==> src/rtl/seg7_scan.sv <==
// ---------------------------------------------------------------------------
// seg7_scan
//
// Drives a multiplexed common-anode 7-segment display (up to 8 digits) with
// a hex value.  The value is captured on a one-cycle load strobe into a
// pending register and only moved into the displayed register at a frame
// boundary.  Because of this, a frame never mixes digits from two values.
// Each digit slot begins with a blanking gap, with all anodes off, so the
// previous digit's segments do not ghost onto the next digit.
//
// Parameters
//   DIGITS       number of digits (1..8); value width is 4*DIGITS
//   SCAN_CYCLES  clock cycles per digit slot, gap included
//   GAP_CYCLES   cycles at the start of each slot with all anodes off
//                (0 <= GAP_CYCLES < SCAN_CYCLES)
//   LZ_BLANK     1 = blank leading zero digits (digit 0 always shows)
//
// Ports
//   clk         in   system clock
//   rst_n       in   asynchronous active-low reset
//   value       in   4*DIGITS  value to display; nibble k -> digit k (0 = rightmost)
//   dp_mask     in   DIGITS    decimal-point enables, captured with value
//   load        in   one-cycle strobe capturing value and dp_mask
//   an          out  DIGITS    digit enables, active-low
//   seg         out  7         segments, active-low, seg[0]=a .. seg[6]=g
//   dp          out  decimal point, active-low
//   frame_done  out  one-cycle pulse in the first cycle of each frame
// ---------------------------------------------------------------------------
module seg7_scan #(
    parameter int DIGITS      = 8,
    parameter int SCAN_CYCLES = 1000,
    parameter int GAP_CYCLES  = 10,
    parameter bit LZ_BLANK    = 1'b1
) (
    input  logic                  clk,
    input  logic                  rst_n,
    input  logic [4*DIGITS-1:0]   value,
    input  logic [DIGITS-1:0]     dp_mask,
    input  logic                  load,
    output logic [DIGITS-1:0]     an,
    output logic [6:0]            seg,
    output logic                  dp,
    output logic                  frame_done
);

    localparam int CNT_W = (SCAN_CYCLES > 1) ? $clog2(SCAN_CYCLES) : 1;
    localparam int IDX_W = (DIGITS > 1) ? $clog2(DIGITS) : 1;

    localparam logic [CNT_W-1:0] CNT_LAST = CNT_W'(SCAN_CYCLES - 1);
    localparam logic [CNT_W-1:0] GAP_END  = CNT_W'(GAP_CYCLES);
    localparam logic [IDX_W-1:0] IDX_LAST = IDX_W'(DIGITS - 1);

    // Hex digit to active-high segment pattern, bit order gfedcba.
    function automatic logic [6:0] hex_to_seg(input logic [3:0] nib);
        logic [6:0] s;
        case (nib)
            4'h0:    s = 7'h3F;
            4'h1:    s = 7'h06;
            4'h2:    s = 7'h5B;
            4'h3:    s = 7'h4F;
            4'h4:    s = 7'h66;
            4'h5:    s = 7'h6D;
            4'h6:    s = 7'h7D;
            4'h7:    s = 7'h07;
            4'h8:    s = 7'h7F;
            4'h9:    s = 7'h6F;
            4'hA:    s = 7'h77;
            4'hB:    s = 7'h7C;
            4'hC:    s = 7'h39;
            4'hD:    s = 7'h5E;
            4'hE:    s = 7'h79;
            default: s = 7'h71;
        endcase
        return s;
    endfunction

    // Scan state
    logic [CNT_W-1:0]    cnt;
    logic [IDX_W-1:0]    idx;

    // Displayed and pending values
    logic [4*DIGITS-1:0] shown;
    logic [DIGITS-1:0]   shown_dp;
    logic [4*DIGITS-1:0] pend;
    logic [DIGITS-1:0]   pend_dp;
    logic                pend_v;

    // Next-state values
    logic                cnt_wrap;
    logic                idx_wrap;
    logic                boundary;
    logic [CNT_W-1:0]    cnt_nxt;
    logic [IDX_W-1:0]    idx_nxt;
    logic [4*DIGITS-1:0] shown_nxt;
    logic [DIGITS-1:0]   shown_dp_nxt;
    logic [4*DIGITS-1:0] pend_nxt;
    logic [DIGITS-1:0]   pend_dp_nxt;
    logic                pend_v_nxt;

    // Output next-state values
    logic [DIGITS-1:0]   lz;
    logic                upper_zero;
    logic                show;
    logic [3:0]          nib;
    logic                nib_dp;
    logic                nib_blank;
    logic [DIGITS-1:0]   an_nxt;
    logic [6:0]          seg_nxt;
    logic                dp_nxt;

    // Counters and value commit
    always_comb begin
        cnt_wrap = (cnt == CNT_LAST);
        idx_wrap = (idx == IDX_LAST);
        boundary = cnt_wrap && idx_wrap;

        cnt_nxt = cnt_wrap ? '0 : cnt + 1'b1;
        idx_nxt = idx;
        if (cnt_wrap) begin
            idx_nxt = idx_wrap ? '0 : idx + 1'b1;
        end

        shown_nxt    = shown;
        shown_dp_nxt = shown_dp;
        pend_nxt     = pend;
        pend_dp_nxt  = pend_dp;
        pend_v_nxt   = pend_v;

        if (boundary) begin
            // A load landing on the boundary edge itself goes straight to
            // the display so it is not held back a whole extra frame.
            if (load) begin
                shown_nxt    = value;
                shown_dp_nxt = dp_mask;
                pend_nxt     = value;
                pend_dp_nxt  = dp_mask;
            end else if (pend_v) begin
                shown_nxt    = pend;
                shown_dp_nxt = pend_dp;
            end
            pend_v_nxt = 1'b0;
        end else if (load) begin
            pend_nxt    = value;
            pend_dp_nxt = dp_mask;
            pend_v_nxt  = 1'b1;
        end
    end

    // Output decode, taken from next-state so that the registered outputs
    // line up with the counters and value registers in the same cycle.
    always_comb begin
        // A digit is a leading zero when it and every digit above it are 0.
        upper_zero = 1'b1;
        lz         = '0;
        for (int k = DIGITS - 1; k >= 0; k--) begin
            upper_zero = upper_zero && (shown_nxt[4*k +: 4] == 4'h0);
            lz[k]      = LZ_BLANK && (k != 0) && upper_zero;
        end

        show      = (cnt_nxt >= GAP_END);
        nib       = 4'h0;
        nib_dp    = 1'b0;
        nib_blank = 1'b0;
        an_nxt    = '1;
        for (int k = 0; k < DIGITS; k++) begin
            if (idx_nxt == IDX_W'(k)) begin
                nib       = shown_nxt[4*k +: 4];
                nib_dp    = shown_dp_nxt[k];
                nib_blank = lz[k];
                an_nxt[k] = ~show;
            end
        end

        seg_nxt = 7'h7F;
        dp_nxt  = 1'b1;
        if (show) begin
            // Blanked leading zeros keep their anode and decimal point.
            seg_nxt = nib_blank ? 7'h7F : ~hex_to_seg(nib);
            dp_nxt  = ~nib_dp;
        end
    end

    // Register stage
    always_ff @(posedge clk or negedge rst_n) begin
        if (!rst_n) begin
            cnt        <= '0;
            idx        <= '0;
            shown      <= '0;
            shown_dp   <= '0;
            pend       <= '0;
            pend_dp    <= '0;
            pend_v     <= 1'b0;
            an         <= '1;
            seg        <= 7'h7F;
            dp         <= 1'b1;
            frame_done <= 1'b0;
        end else begin
            cnt        <= cnt_nxt;
            idx        <= idx_nxt;
            shown      <= shown_nxt;
            shown_dp   <= shown_dp_nxt;
            pend       <= pend_nxt;
            pend_dp    <= pend_dp_nxt;
            pend_v     <= pend_v_nxt;
            an         <= an_nxt;
            seg        <= seg_nxt;
            dp         <= dp_nxt;
            // The cycle after a boundary edge is cnt=0, idx=0.
            frame_done <= boundary;
        end
    end

endmodule

==> config.mk <==
export PLATFORM = sky130hd
export DESIGN_NAME = seg7_scan
export DESIGN_NICKNAME = d
export VERILOG_FILES = /design/src/rtl/seg7_scan.sv
export SDC_FILE = /design/constraint.sdc
export NUM_CORES = 1
export LEC_CHECK = 0
export ABC_CLOCK_PERIOD_IN_PS = 4050
export CORE_UTILIZATION = 34
export CTS_CLUSTER_SIZE = 40
export DETAILED_ROUTE_END_ITERATION = 7
export HOLD_SLACK_MARGIN = 0.1
export PLACE_DENSITY = 0.57
export SYNTH_ARGS = -nofsm -noshare
export SYNTH_HDL_FRONTEND = slang
export SYNTH_SLANG_ARGS = --single-unit
==> constraint.sdc <==
create_clock -name clk -period 4.05 [get_ports clk]
set_input_delay 0.81 -clock clk [delete_from_list [all_inputs] [get_ports clk]]
set_output_delay 0.81 -clock clk [all_outputs]
set_load 0.02 [all_outputs]
==> metrics.md <==
| Metric | Value |
|---|---|
| Status | `finished with violations` |
| Violated checks | `DRC` |
| CP top delay family | `compound AO/OA/AOI/OAI gates` |
| R2R setup slack | `0.23 ns` |
| Total wire length | `13.5 mm` |
| Critical path origin | `idx[0]` |
| CP endpoint kind | `flip-flop` |
| Dpl hpwl | `9.57 mm` |
| Arrival time at the worst endpoint | `between 4 and 5 ns` |
| Crit Path Max Fanout | `6` |
| Antenna violations before repair | `0` |
| Global-route wire length before repair | `~22 mm` |
| Site Rows | `46` |
| P&R area growth vs syn | `23.3%` |
| Final GP Congestion | `0.881` |
| DRT iter0 DRCs | `~330` |
| DIE WIDTH | `129 um` |
| Hold_buf cts | `0` |
| Synthesized flop and latch total | `111` |
| Layout Nets | `slightly above 600` |
| Chip height | `roughly 130 um` |
| Cell Chain, Critical Path | `ha_1 > ha_1 > o21ai_1 > nor4_2 > buf_4 > buf_12 > mux2_2 > a211o_1 > o22ai_1 > a2bb2oi_2 > inv_1 > ha_1 > a2111oi_1 > o2bb2ai_1 > o2bb2ai_1 > a22oi_2` |
| Final Hold Fails | `0` |
| Part of the cycle the worst path needs | `between 90% and 100%` |
| Internal Pwr Total | `1.70 mW` |
| DR vias/cell | `5.11` |
| Initial Utilization | `approximately 35%` |
| Post-synth top cells | `95 x dfrtp_1, 46 x mux2_2, 41 x nand2_1` |
| Hold crit path type | `flip-flop to flip-flop` |
| Setup ws final | `~0.23 ns` |
| Clk root buf | `clkbuf_16` |
| Max H-tree Level | `3` |
| Leak | `3.10 nW` |
| Minimum clock period after layout | `3.82 ns` |
| Critical path depth | `16` |
| Clock power frac | `between 40% and 50%` |
| Mapped Cells | `493` |
| Non-Filler Instances | `786` |
| Final antenna-violating net count | `0` |
| Buf+Inv Stages, Crit Path | `3` |
| CTS sink count | `111` |
| Mapped Area | `5480 um2` |
| Seq pwr share | `52.9%` |
| Placed cell count | `approximately 770` |
| Async set or reset register ratio after synthesis | `100%` |
| Capturing point of the worst reg2reg path | `seg[0]` |
| Drt drc | `1` |
| TritonCTS buffer count | `9` |
| DIE AREA | `approximately 17,000 um2` |
| Slew headroom | `between 40 and 50%` |
| Sw power | `0.484 mW` |
| Place WS | `0.0742 ns` |
| Syn_nets | `545` |
| Most frequent cell after synthesis | `dfrtp_1` |
| Worst slew pin tran | `0.834 ns` |
| Max VDD drop | `~190 uV` |
| Critical Path Sink | `seg[0]` |
| Comb power frac | `6.7%` |
| Clk buf depth | `2` |
| Io pins | `60` |
| CTS tree | `done` |
| Final setup vio count | `0` |
| Yosys warnings | `0` |
| Hold path depth | `2` |
| Reg2reg start | `idx[0]` |
| Most used DFF post-synth | `dfrtp_1` |
| Ant. Diodes | `0` |
| Vias in the first global route | `~4,000` |
| Post-synth top area cell | `dfrtp_1` |
| Critical-path top delay cell | `dfrtp_2` |
| Pre-antenna DRT Iters | `6` |
| Worst skew pair latency | `0.35 ns` |
| Vias | `4,014` |
| Total global routing overflow | `0` |
| Sequential element share of the synthesized area | `51.0%` |
| Per-cell routed wire length | `17.1 um` |
| Synth cell types | `70` |
| CP Class | `flip-flop to flip-flop` |
| Fraction of layout cells with a size suffix above 1 | `22.1%` |
| EDFF count, synth | `0` |
| Core area | `roughly 16,000 um2` |
| Slew Limit Fails | `0` |
| Ranking of synthesized cells by area | `dfrtp_1 43%, mux2_2 9.4%, dfstp_2 7.7%` |
| Reg clk slew, reported paths | `0.07 ns` |
| # Max-Cap Violations | `0` |
| Gr usage total | `17.4%` |
| Most Frequent Cell on Critical Path | `ha_1` |
| Share of Yosys cell area claimed by the top area cell type | `43.3%` |
| Largest net degree at the start of global routing | `63` |
| Length in cells of the worst reg-to-reg path | `16` |
| P per Cell Area | `about 320 nW/um2` |
| Switching Fraction | `22.1%` |
| FMAX | `262 MHz` |
| Setup Skew | `0.00907 ns` |
| CP peak stage delay | `0.42 ns` |
| Syn Area/Cell | `11.1 um2` |
| CP Launch Type | `flip-flop` |
| Port Buf Inserts | `59` |
| CP Data Required Time | `4.31 ns` |
==> area by class of cell <==
| class | count | area [um2] |
|---|---|---|
| clock buffer | 11 | 233 |
| clock inverter | 4 | 55.1 |
| fill | 1490 | 9060 |
| inverter | 30 | 113 |
| multi-input combinational | 326 | 2450 |
| sequential | 111 | 2800 |
| tap | 216 | 270 |
| timing repair buffer | 88 | 838 |
==> what timing repair did <==
item | CTS | global route
setup buffers | 0 | 4
resized for setup | 0 | 7
endpoints found under the setup margin | 0 | 2
==> state kept, by name (all words and copies together), names as in the netlist <==
register and cells:
an 8, cnt 10, dp 1, frame_done 1, idx 3, pend 32, pend_dp 8, pend_v 1
seg 7, shown 32, shown_dp 8
==> power groups by stage <==
stage	registers, mW	clock network [mW]	logic, mW
2_1_floorplan	1.18	0	0.0644
3_3_place_gp	1.18	0	0.149
3_5_place_dp	1.18	0	0.151
4_1_cts	1.16	0.912	0.151
5_1_grt	1.16	0.957	0.163
6_report	1.16	0.883	0.147
==> layout by cell type, fill, tap and decap left out, types with 4 or more instances in the layout <==
cell             instances
dfrtp_1                 94
clkdlybuf4s50_1         57
mux2_2                  46
nand2_1                 41
nor2_1                  36
mux2i_1                 29
inv_1                   28
buf_4                   27
dfstp_2                 16
a21oi_1                 10
nand3_1                 10
o21ai_0                 10
nor4_1                  10
ha_1                     9
clkbuf_16                9
o21a_1                   7
nor3_1                   6
xnor2_1                  5
o221ai_1                 5
and3_1                   4
a22o_1                   4
and2_1                   4
nor2b_1                  4
o32ai_1                  4
o22ai_1                  4
o211ai_1                 4
==> worst min-delay path: cells and delay by family, from the launching register on <==
kind | cells | cell delay (ns)
AND/OR/NAND/NOR | 2 | 0.11
flip-flops | 1 | 0.33
==> worst min-delay path by stage <==
| stage | start | to | slack (ns) |
|---|---|---|---|
| floorplan | shown_dp[4] | shown_dp[4] | 0.44 |
| global placement | shown_dp[4] | shown_dp[4] | 0.45 |
| detailed placement | shown_dp[3] | shown_dp[3] | 0.46 |
| CTS | shown_dp[3] | shown_dp[3] | 0.48 |
| global route | shown_dp[1] | shown_dp[1] | 0.51 |
| finish | shown_dp[1] | shown_dp[1] | 0.48 |
==> stage by stage <==
step           hold WS, ns  total power [mW]  TNS, ns  utilization [%]  cell area, um2
4_1_cts              0.479              2.22        0             42.3            6700
3_3_place_gp         0.454              1.33        0             40.5            6410
5_1_grt              0.508              2.28  -0.0253             42.7            6760
6_report             0.476              2.19        0             42.7            6760
2_1_floorplan        0.436              1.24        0                -            5480
3_5_place_dp         0.459              1.33        0             40.5            6410
==> routing by layer <==
metal / up-vias / track usage [%] / part of all wire [%]
met3: 14 / 4.78 / 6.2
met4: 0 / 5.47 / 1.4
met5: - / 0 / 0
met2: 110 / 24.9 / 44
met1: 1958 / 25.2 / 49
li1: 1932 / - / -
==> cell families after synthesis <==
kind of cell               Yosys count  share of synthesized area, %
xor gates and xnor gates             7                          1.12
DFF                                111                          51.0
AOI/OAI and AO/OA                   97                          13.5
muxes                               77                          15.2
buffers and inverters               56                          4.63
and+or+nand+nor                    136                          12.5
adders and majority gates            9                          2.05
Note: power is estimated with default switching activity, not from simulation.
